### config.mk
export PLATFORM = sky130hd
export DESIGN_NAME = poly_tone_mixer
export DESIGN_NICKNAME = d
export VERILOG_FILES = /design/src/rtl/poly_tone_mixer.sv
export SDC_FILE = /design/constraint.sdc
export NUM_CORES = 2
export LEC_CHECK = 0
export ABC_AREA = 1
export BUFFER_PORTS_ARGS = -buffer_cell sky130_fd_sc_hd__buf_2
export CORE_AREA = 2 2 469 355
export CTS_CLUSTER_DIAMETER = 100
export DETAILED_ROUTE_END_ITERATION = 7
export DIE_AREA = 0 0 471 357
export GPL_ROUTABILITY_DRIVEN = 0
export MAX_ROUTING_LAYER = met4
export SLEW_MARGIN = 20
export SYNTH_ARGS = -nofsm -noshare
export SYNTH_HDL_FRONTEND = slang
export SYNTH_SLANG_ARGS = --single-unit
### constraint.sdc
create_clock -name clock -period 5.78 [get_ports clock]
set_input_delay 0.578 -clock clock [delete_from_list [all_inputs] [get_ports clock]]
set_output_delay 0.578 -clock clock [all_outputs]
set_load 0.01 [all_outputs]
### src/rtl/poly_tone_mixer.sv
// Polyphonic tone generator: NUM_CH period-exact oscillators mixed into one saturated signed sample.
// Define POLY_TONE_ENVELOPE_EN to add per-channel 8-bit attack/release gain with a multiply stage.
module poly_tone_mixer #(
   parameter int NUM_CH    = 8,
   parameter int CNT_W     = 32,
   parameter int AMP_W     = 32,
   parameter int AMPLITUDE = 30000000
) (
   input  logic                      clock,
   input  logic                      reset,
   input  logic [NUM_CH-1:0]         play_note,
   input  logic [NUM_CH*CNT_W-1:0]   hz,
   input  logic [NUM_CH*2-1:0]       wave_sel,
   input  logic                      audio_out_allowed,
   output logic signed [AMP_W-1:0]   audio_out,
   output logic                      write_audio_out,
   output logic                      clear_audio_out_memory,
   output logic [NUM_CH-1:0]         active
);

   localparam int SUM_W = AMP_W + $clog2(NUM_CH) + 1;
   localparam logic signed [AMP_W-1:0] AMP_POS = AMP_W'(AMPLITUDE);
   localparam logic signed [AMP_W-1:0] AMP_NEG = -AMP_POS;
   localparam logic signed [SUM_W-1:0] SAT_MAX = SUM_W'({1'b0, {(AMP_W-1){1'b1}}});
   localparam logic signed [SUM_W-1:0] SAT_MIN = ~SAT_MAX;
   localparam logic [15:0]             LFSR_SEED = 16'hACE1;

   // Fibonacci LFSR, taps 16,14,13,11, shifting toward bit 0.
   function automatic logic [15:0] lfsr_next(input logic [15:0] s);
      logic fb;
      fb = s[0] ^ s[2] ^ s[3] ^ s[5];
      return {fb, s[15:1]};
   endfunction

   logic signed [AMP_W-1:0] contrib_s [NUM_CH];
   logic [NUM_CH-1:0]       act_s;

`ifdef POLY_TONE_ENVELOPE_EN
   logic [9:0] presc_q;
   logic [9:0] presc_d;
   logic       env_tick_s;

   assign env_tick_s = (presc_q == 10'd1023);
   assign presc_d    = presc_q + 10'd1;

   // Shared envelope prescaler, one tick every 1024 clocks.
   always_ff @(posedge clock) begin
      if (!reset) begin
         presc_q <= 10'd0;
      end else begin
         presc_q <= presc_d;
      end
   end
`endif

   for (genvar g = 0; g < NUM_CH; g++) begin : g_ch
      logic [CNT_W-1:0]        hz_s;
      logic [1:0]              mode_s;
      logic [CNT_W-1:0]        thr_s;
      logic                    gate_s;
      logic                    run_s;
      logic [CNT_W-1:0]        cnt_q;
      logic [CNT_W-1:0]        cnt_d;
      logic [CNT_W-1:0]        per_q;
      logic [CNT_W-1:0]        per_d;
      logic [15:0]             lfsr_q;
      logic [15:0]             lfsr_d;
      logic signed [AMP_W-1:0] raw_q;
      logic signed [AMP_W-1:0] raw_d;

      assign hz_s   = hz[g*CNT_W +: CNT_W];
      assign mode_s = wave_sel[g*2 +: 2];

`ifdef POLY_TONE_ENVELOPE_EN
      logic [7:0]              gain_q;
      logic [7:0]              gain_d;
      logic signed [AMP_W+8:0] prod_s;
      logic signed [AMP_W-1:0] mul_q;
      logic signed [AMP_W-1:0] mul_d;

      // Oscillator keeps ringing through the release while gain is nonzero.
      assign gate_s       = play_note[g] || (gain_q != 8'd0);
      assign act_s[g]     = (gain_q != 8'd0);
      assign prod_s       = raw_q * $signed({1'b0, gain_q});
      assign mul_d        = AMP_W'(prod_s >>> 8);
      assign contrib_s[g] = mul_q;

      always_comb begin
         gain_d = gain_q;
         if (env_tick_s) begin
            if (play_note[g]) begin
               if (gain_q != 8'hFF) begin
                  gain_d = gain_q + 8'd1;
               end else begin
                  gain_d = gain_q;
               end
            end else begin
               if (gain_q != 8'h00) begin
                  gain_d = gain_q - 8'd1;
               end else begin
                  gain_d = gain_q;
               end
            end
         end else begin
            gain_d = gain_q;
         end
      end

      always_ff @(posedge clock) begin
         if (!reset) begin
            gain_q <= 8'd0;
            mul_q  <= '0;
         end else begin
            gain_q <= gain_d;
            mul_q  <= mul_d;
         end
      end
`else
      assign gate_s       = play_note[g];
      assign act_s[g]     = play_note[g] && (hz_s >= CNT_W'(2));
      assign contrib_s[g] = raw_q;
`endif

      // A period below 2 (including the zero left by reset) forces a reload rather than running.
      assign run_s = gate_s && (hz_s >= CNT_W'(2)) && (per_q >= CNT_W'(2));

      // High-phase threshold: P - (P >> D) with D = 1, 2, 3.
      always_comb begin
         case (mode_s)
            2'b00:   thr_s = per_q - (per_q >> 3'd1);
            2'b01:   thr_s = per_q - (per_q >> 3'd2);
            2'b10:   thr_s = per_q - (per_q >> 3'd3);
            default: thr_s = per_q - (per_q >> 3'd1);
         endcase
      end

      always_comb begin
         cnt_d  = cnt_q;
         per_d  = per_q;
         lfsr_d = lfsr_q;
         raw_d  = '0;
         if (run_s) begin
            if (cnt_q == '0) begin
               cnt_d = hz_s - CNT_W'(1);
               per_d = hz_s;
            end else begin
               cnt_d = cnt_q - CNT_W'(1);
               per_d = per_q;
            end
            if ((cnt_q == '0) || (cnt_q == (per_q >> 3'd1))) begin
               lfsr_d = lfsr_next(lfsr_q);
            end else begin
               lfsr_d = lfsr_q;
            end
            if (mode_s == 2'b11) begin
               raw_d = lfsr_q[0] ? AMP_POS : AMP_NEG;
            end else begin
               raw_d = (cnt_q >= thr_s) ? AMP_POS : AMP_NEG;
            end
         end else begin
            cnt_d = hz_s - CNT_W'(1);
            per_d = hz_s;
         end
      end

      always_ff @(posedge clock) begin
         if (!reset) begin
            cnt_q  <= '0;
            per_q  <= '0;
            lfsr_q <= LFSR_SEED ^ 16'(g);
            raw_q  <= '0;
         end else begin
            cnt_q  <= cnt_d;
            per_q  <= per_d;
            lfsr_q <= lfsr_d;
            raw_q  <= raw_d;
         end
      end
   end

   logic signed [SUM_W-1:0] sum_s;
   logic signed [AMP_W-1:0] sat_s;
   logic signed [AMP_W-1:0] audio_q;
   logic signed [AMP_W-1:0] audio_d;
   logic                    write_q;
   logic                    write_d;
   logic                    clear_q;
   logic                    clear_d;
   logic [NUM_CH-1:0]       active_q;

   // Wide signed sum cannot overflow; clamp afterwards to the output range.
   always_comb begin
      sum_s = '0;
      for (int i = 0; i < NUM_CH; i++) begin
         sum_s = sum_s + {{(SUM_W-AMP_W){contrib_s[i][AMP_W-1]}}, contrib_s[i]};
      end
      if (sum_s > SAT_MAX) begin
         sat_s = SAT_MAX[AMP_W-1:0];
      end else if (sum_s < SAT_MIN) begin
         sat_s = SAT_MIN[AMP_W-1:0];
      end else begin
         sat_s = sum_s[AMP_W-1:0];
      end
   end

   always_comb begin
      audio_d = audio_q;
      if (audio_out_allowed) begin
         audio_d = sat_s;
      end else begin
         audio_d = audio_q;
      end
      write_d = audio_out_allowed && (sat_s != '0);
      clear_d = (sat_s == '0);
   end

   always_ff @(posedge clock) begin
      if (!reset) begin
         audio_q  <= '0;
         write_q  <= 1'b0;
         clear_q  <= 1'b1;
         active_q <= '0;
      end else begin
         audio_q  <= audio_d;
         write_q  <= write_d;
         clear_q  <= clear_d;
         active_q <= act_s;
      end
   end

   assign audio_out              = audio_q;
   assign write_audio_out        = write_q;
   assign clear_audio_out_memory = clear_q;
   assign active                 = active_q;

endmodule
==> flow_summary.yaml <==
grt:
  antenna_found_initial: 25
  grt-ovfl-total: 0
  grt_first_pass_wirelength_mm: 336
  grt_pass1_vias: 61474
  grt_max_degree: 178
  grtUsageTotal_pct: 24.9
min_path:
  holdCritStartpoint: "play_note[5]"
  hold-path-endpoint: "active[5]$_SDFF_PN0_"
  min-delay-path-class: "in2reg"
  holdPathStages: 3
synth:
  syn_inst: 9802
  ys_seq_elements: 700
  synth.area.top_cells: "dfxtp_1, ha_1, nand2_1, o21ai_0, a21oi_1"
  ys_seq_area_share_pct: 21.5
  avgSynthCellArea_um2: 6.64
  async_flop_share_pct: 0
  synth_largest_area_cell: "dfxtp_1"
  synth_edf_count: 0
  yosys_warnings: 0
  ys.flop_type: "dfxtp_1"
  synth_most_common_cell: "nand2_1"
  synth_cell_types: 71
  yosys.area.top_type_share_pct: 21.5
  synth_nets: 10710
  netlist_area_um2: 65100
  ys_top_cells_by_count: "nand2_1, o21ai_0, a21oi_1"
cells_and_area:
  syn2layout_area_growth_pct: 9.77
  layout.nets: 10864
  multiInputGateArea_um2: 45500
  drive_above_1_share_pct: 8.41
  final_cells: 12199
  fill_cells: 17276
  seqCellArea_um2: 14000
routing:
  routed_wl_mm: 211
  avgRoutedWirePerCell_um: 17.3
  drt_first_pass_iters: 8
  drt-initial-drc-count: 5839
  ant_nets: 0
  drc: 0
  vias_per_cell: 5.47
  vias: 66725
worst_setup_path:
  crit_type: "reg2reg"
  end_kind: "flip-flop"
  reg2reg_to: "write_audio_out$_SDFF_PN0_"
  start_kind: "flip-flop"
  ff2ff_path_depth: 23
  required_ns: 6.39
  worst_r2r_startpoint: "g_ch[2].raw_q[24]$_SDFF_PN0_"
  crit_arrival_ns: 5.79
  regToRegSetupSlack_ns: 0.60
  worstPathMaxFanout: 30
power:
  ir_worst_vdd_uv: 334
  leakagePower_nw: 32.4
  pwr_density_cell_nw_per_um2: 302
clock_tree:
  post-cts-setup-buffers: 0
  cts.htree.levels: 3
  path_clk_slew_ns: 0.06
  cts_made_buffers: 84
  cts_sinks: 700
  cts_tree: "yes"
  clock_path_buffers: 3
  clock_latency_ns: 0.73
  cts_root_buf: "clkbuf_16"
timing:
  worstMarginPinSlew_ns: 0.930
  whs_ns: 0.142
  setup_viol: 0
  period_share_pct: 89.6
  report.final.slew_viol_count: 0
  fin_crit_ns: 5.18
  grt_setup_unrepaired: "no"
  max_clock_freq_ghz: 0.193
  slew_headroom_pct: 38.0
  finalSetupTns_ns: 0
  clock_skew_ns: 0.0240
  finalHoldViolCount: 0
placed_design:
  io_buffer_count: 324
  place_inst: 12031
  place_hpwl_mm: 169
floorplan:
  fp.dieArea_um2: 168000
  io_pins: 325
  die-width_um: 471
  core_um2: 164000
  start_util_pct: 39.8
  dieHeight_um: 357
  row_count: 129
run:
  cap_violations: 0
status:
  status: "complete, no violations"
==> stage by stage <==
step	instance area (um2)	power, mW	setup slack [ns]	utilization, %
3_3_place_gp	68400	15.5	0.244	41.8
2_1_floorplan	65100	13.2	1.36	-
4_1_cts	71400	21.6	0.430	43.6
3_5_place_dp	68400	15.7	0.128	41.8
6_report	71500	21.6	0.600	43.7
5_1_grt	71500	23.3	0.194	43.7
==> kinds of logic after synthesis <==
group | count (synthesis) | synth area share (%)
muxes | 1 | 0.0154
and+or+nand+nor | 3736 | 25.7
buffers and inverters | 1403 | 8.60
adders and majority gates | 625 | 12.5
AOI/OAI and AO/OA | 2602 | 21.8
DFF | 700 | 21.5
xor gates and xnor gates | 735 | 9.89
==> registers in the layout (all words and copies together), names as in the netlist <==
name and flops:
audio_out 26, g_ch.per_q 256, g_ch.cnt_q 256, g_ch.raw_q 24, write_audio_out 1, g_ch.lfsr_q 128, active 8, clear_audio_out_memory 1
==> where the power goes <==
part | leakage, nW | total, mW | switching [mW] | internal (mW)
sequential | 5.79 | 5.78 | 0.588 | 5.19
clock | 1.45 | 5.84 | 2.44 | 3.40
combinational | 25.1 | 9.94 | 6.35 | 3.60
total | 32.4 | 21.6 | 9.38 | 12.2
==> worst max-delay path: stages (launching register included) <==
cell and delay [ns]:
dfxtp_1 0.44, fa_1 0.57, xor2_1 0.21, ha_1 0.19, a21oi_1 0.23, inv_1 0.10
fa_1 0.51, inv_1 0.08, fa_1 0.53, inv_1 0.04, ha_1 0.49, nand2_2 0.11
nor2_1 0.17, inv_1 0.09, nor2_4 0.21, nand3_1 0.13, nand4_1 0.13, nand3_4 0.25
nand2_1 0.18, nand2_1 0.06, nor2_1 0.12, nand2_1 0.08, nor2_1 0.10, nor2_1 0.04
==> area by class of cell <==
cell class	instances	share of cell area, %
Multi-Input combinational cell	7699	63.7
Sequential cell	700	19.6
Inverter	1085	5.71
Tap cell	2161	3.78
Clock buffer	112	3.30
Timing Repair Buffer	386	2.95
Clock inverter	40	0.891
Antenna cell	16	0.0560
==> what timing repair did <==
item                       in CTS  in global routing
resized for setup               0                  1
hold buffers                    0                  0
setup endpoints to repair       0                  1
==> metal layers <==
layer	vias to the layer above	global-route usage (%)	wire length (um)
li1	33463	-	-
met1	31010	34.8	102000
met4	0	5.97	5140
met5	-	-	0
met2	1968	37.7	90800
met3	284	3.58	13500
==> worst max-delay path by stage <==
stage,cells after the start,slack [ns],to,start
6_report,23,0.60,write_audio_out$_SDFF_PN0_,g_ch[2].raw_q[24]$_SDFF_PN0_
4_1_cts,24,0.43,write_audio_out$_SDFF_PN0_,g_ch[3].raw_q[24]$_SDFF_PN0_
3_3_place_gp,24,0.24,g_ch[5].raw_q[30]$_SDFF_PN0_,wave_sel[10]
5_1_grt,24,0.19,write_audio_out$_SDFF_PN0_,g_ch[3].raw_q[24]$_SDFF_PN0_
2_1_floorplan,24,1.36,write_audio_out$_SDFF_PN0_,g_ch[0].raw_q[30]$_SDFF_PN0_
3_5_place_dp,24,0.13,g_ch[5].raw_q[30]$_SDFF_PN0_,wave_sel[10]
==> cells in the final DEF (no fill, tap or decap), drive strengths merged, types with 20 or more instances in the layout <==
cell	instances
xnor2	247
nor4	150
a211oi	27
o211ai	49
o21bai	38
a221o	95
a21o	32
buf	386
clkbuf	112
fa	41
a21oi	1081
o21ai	1169
inv	1086
or2	48
nor3	175
xor2	488
nand3b	20
a31oi	68
nor2	1142
ha	584
clkinv	22
nand3	361
nand2	1624
dfxtp	700
nand4	187
No activity file was read; power rests on OpenSTA's default activity.
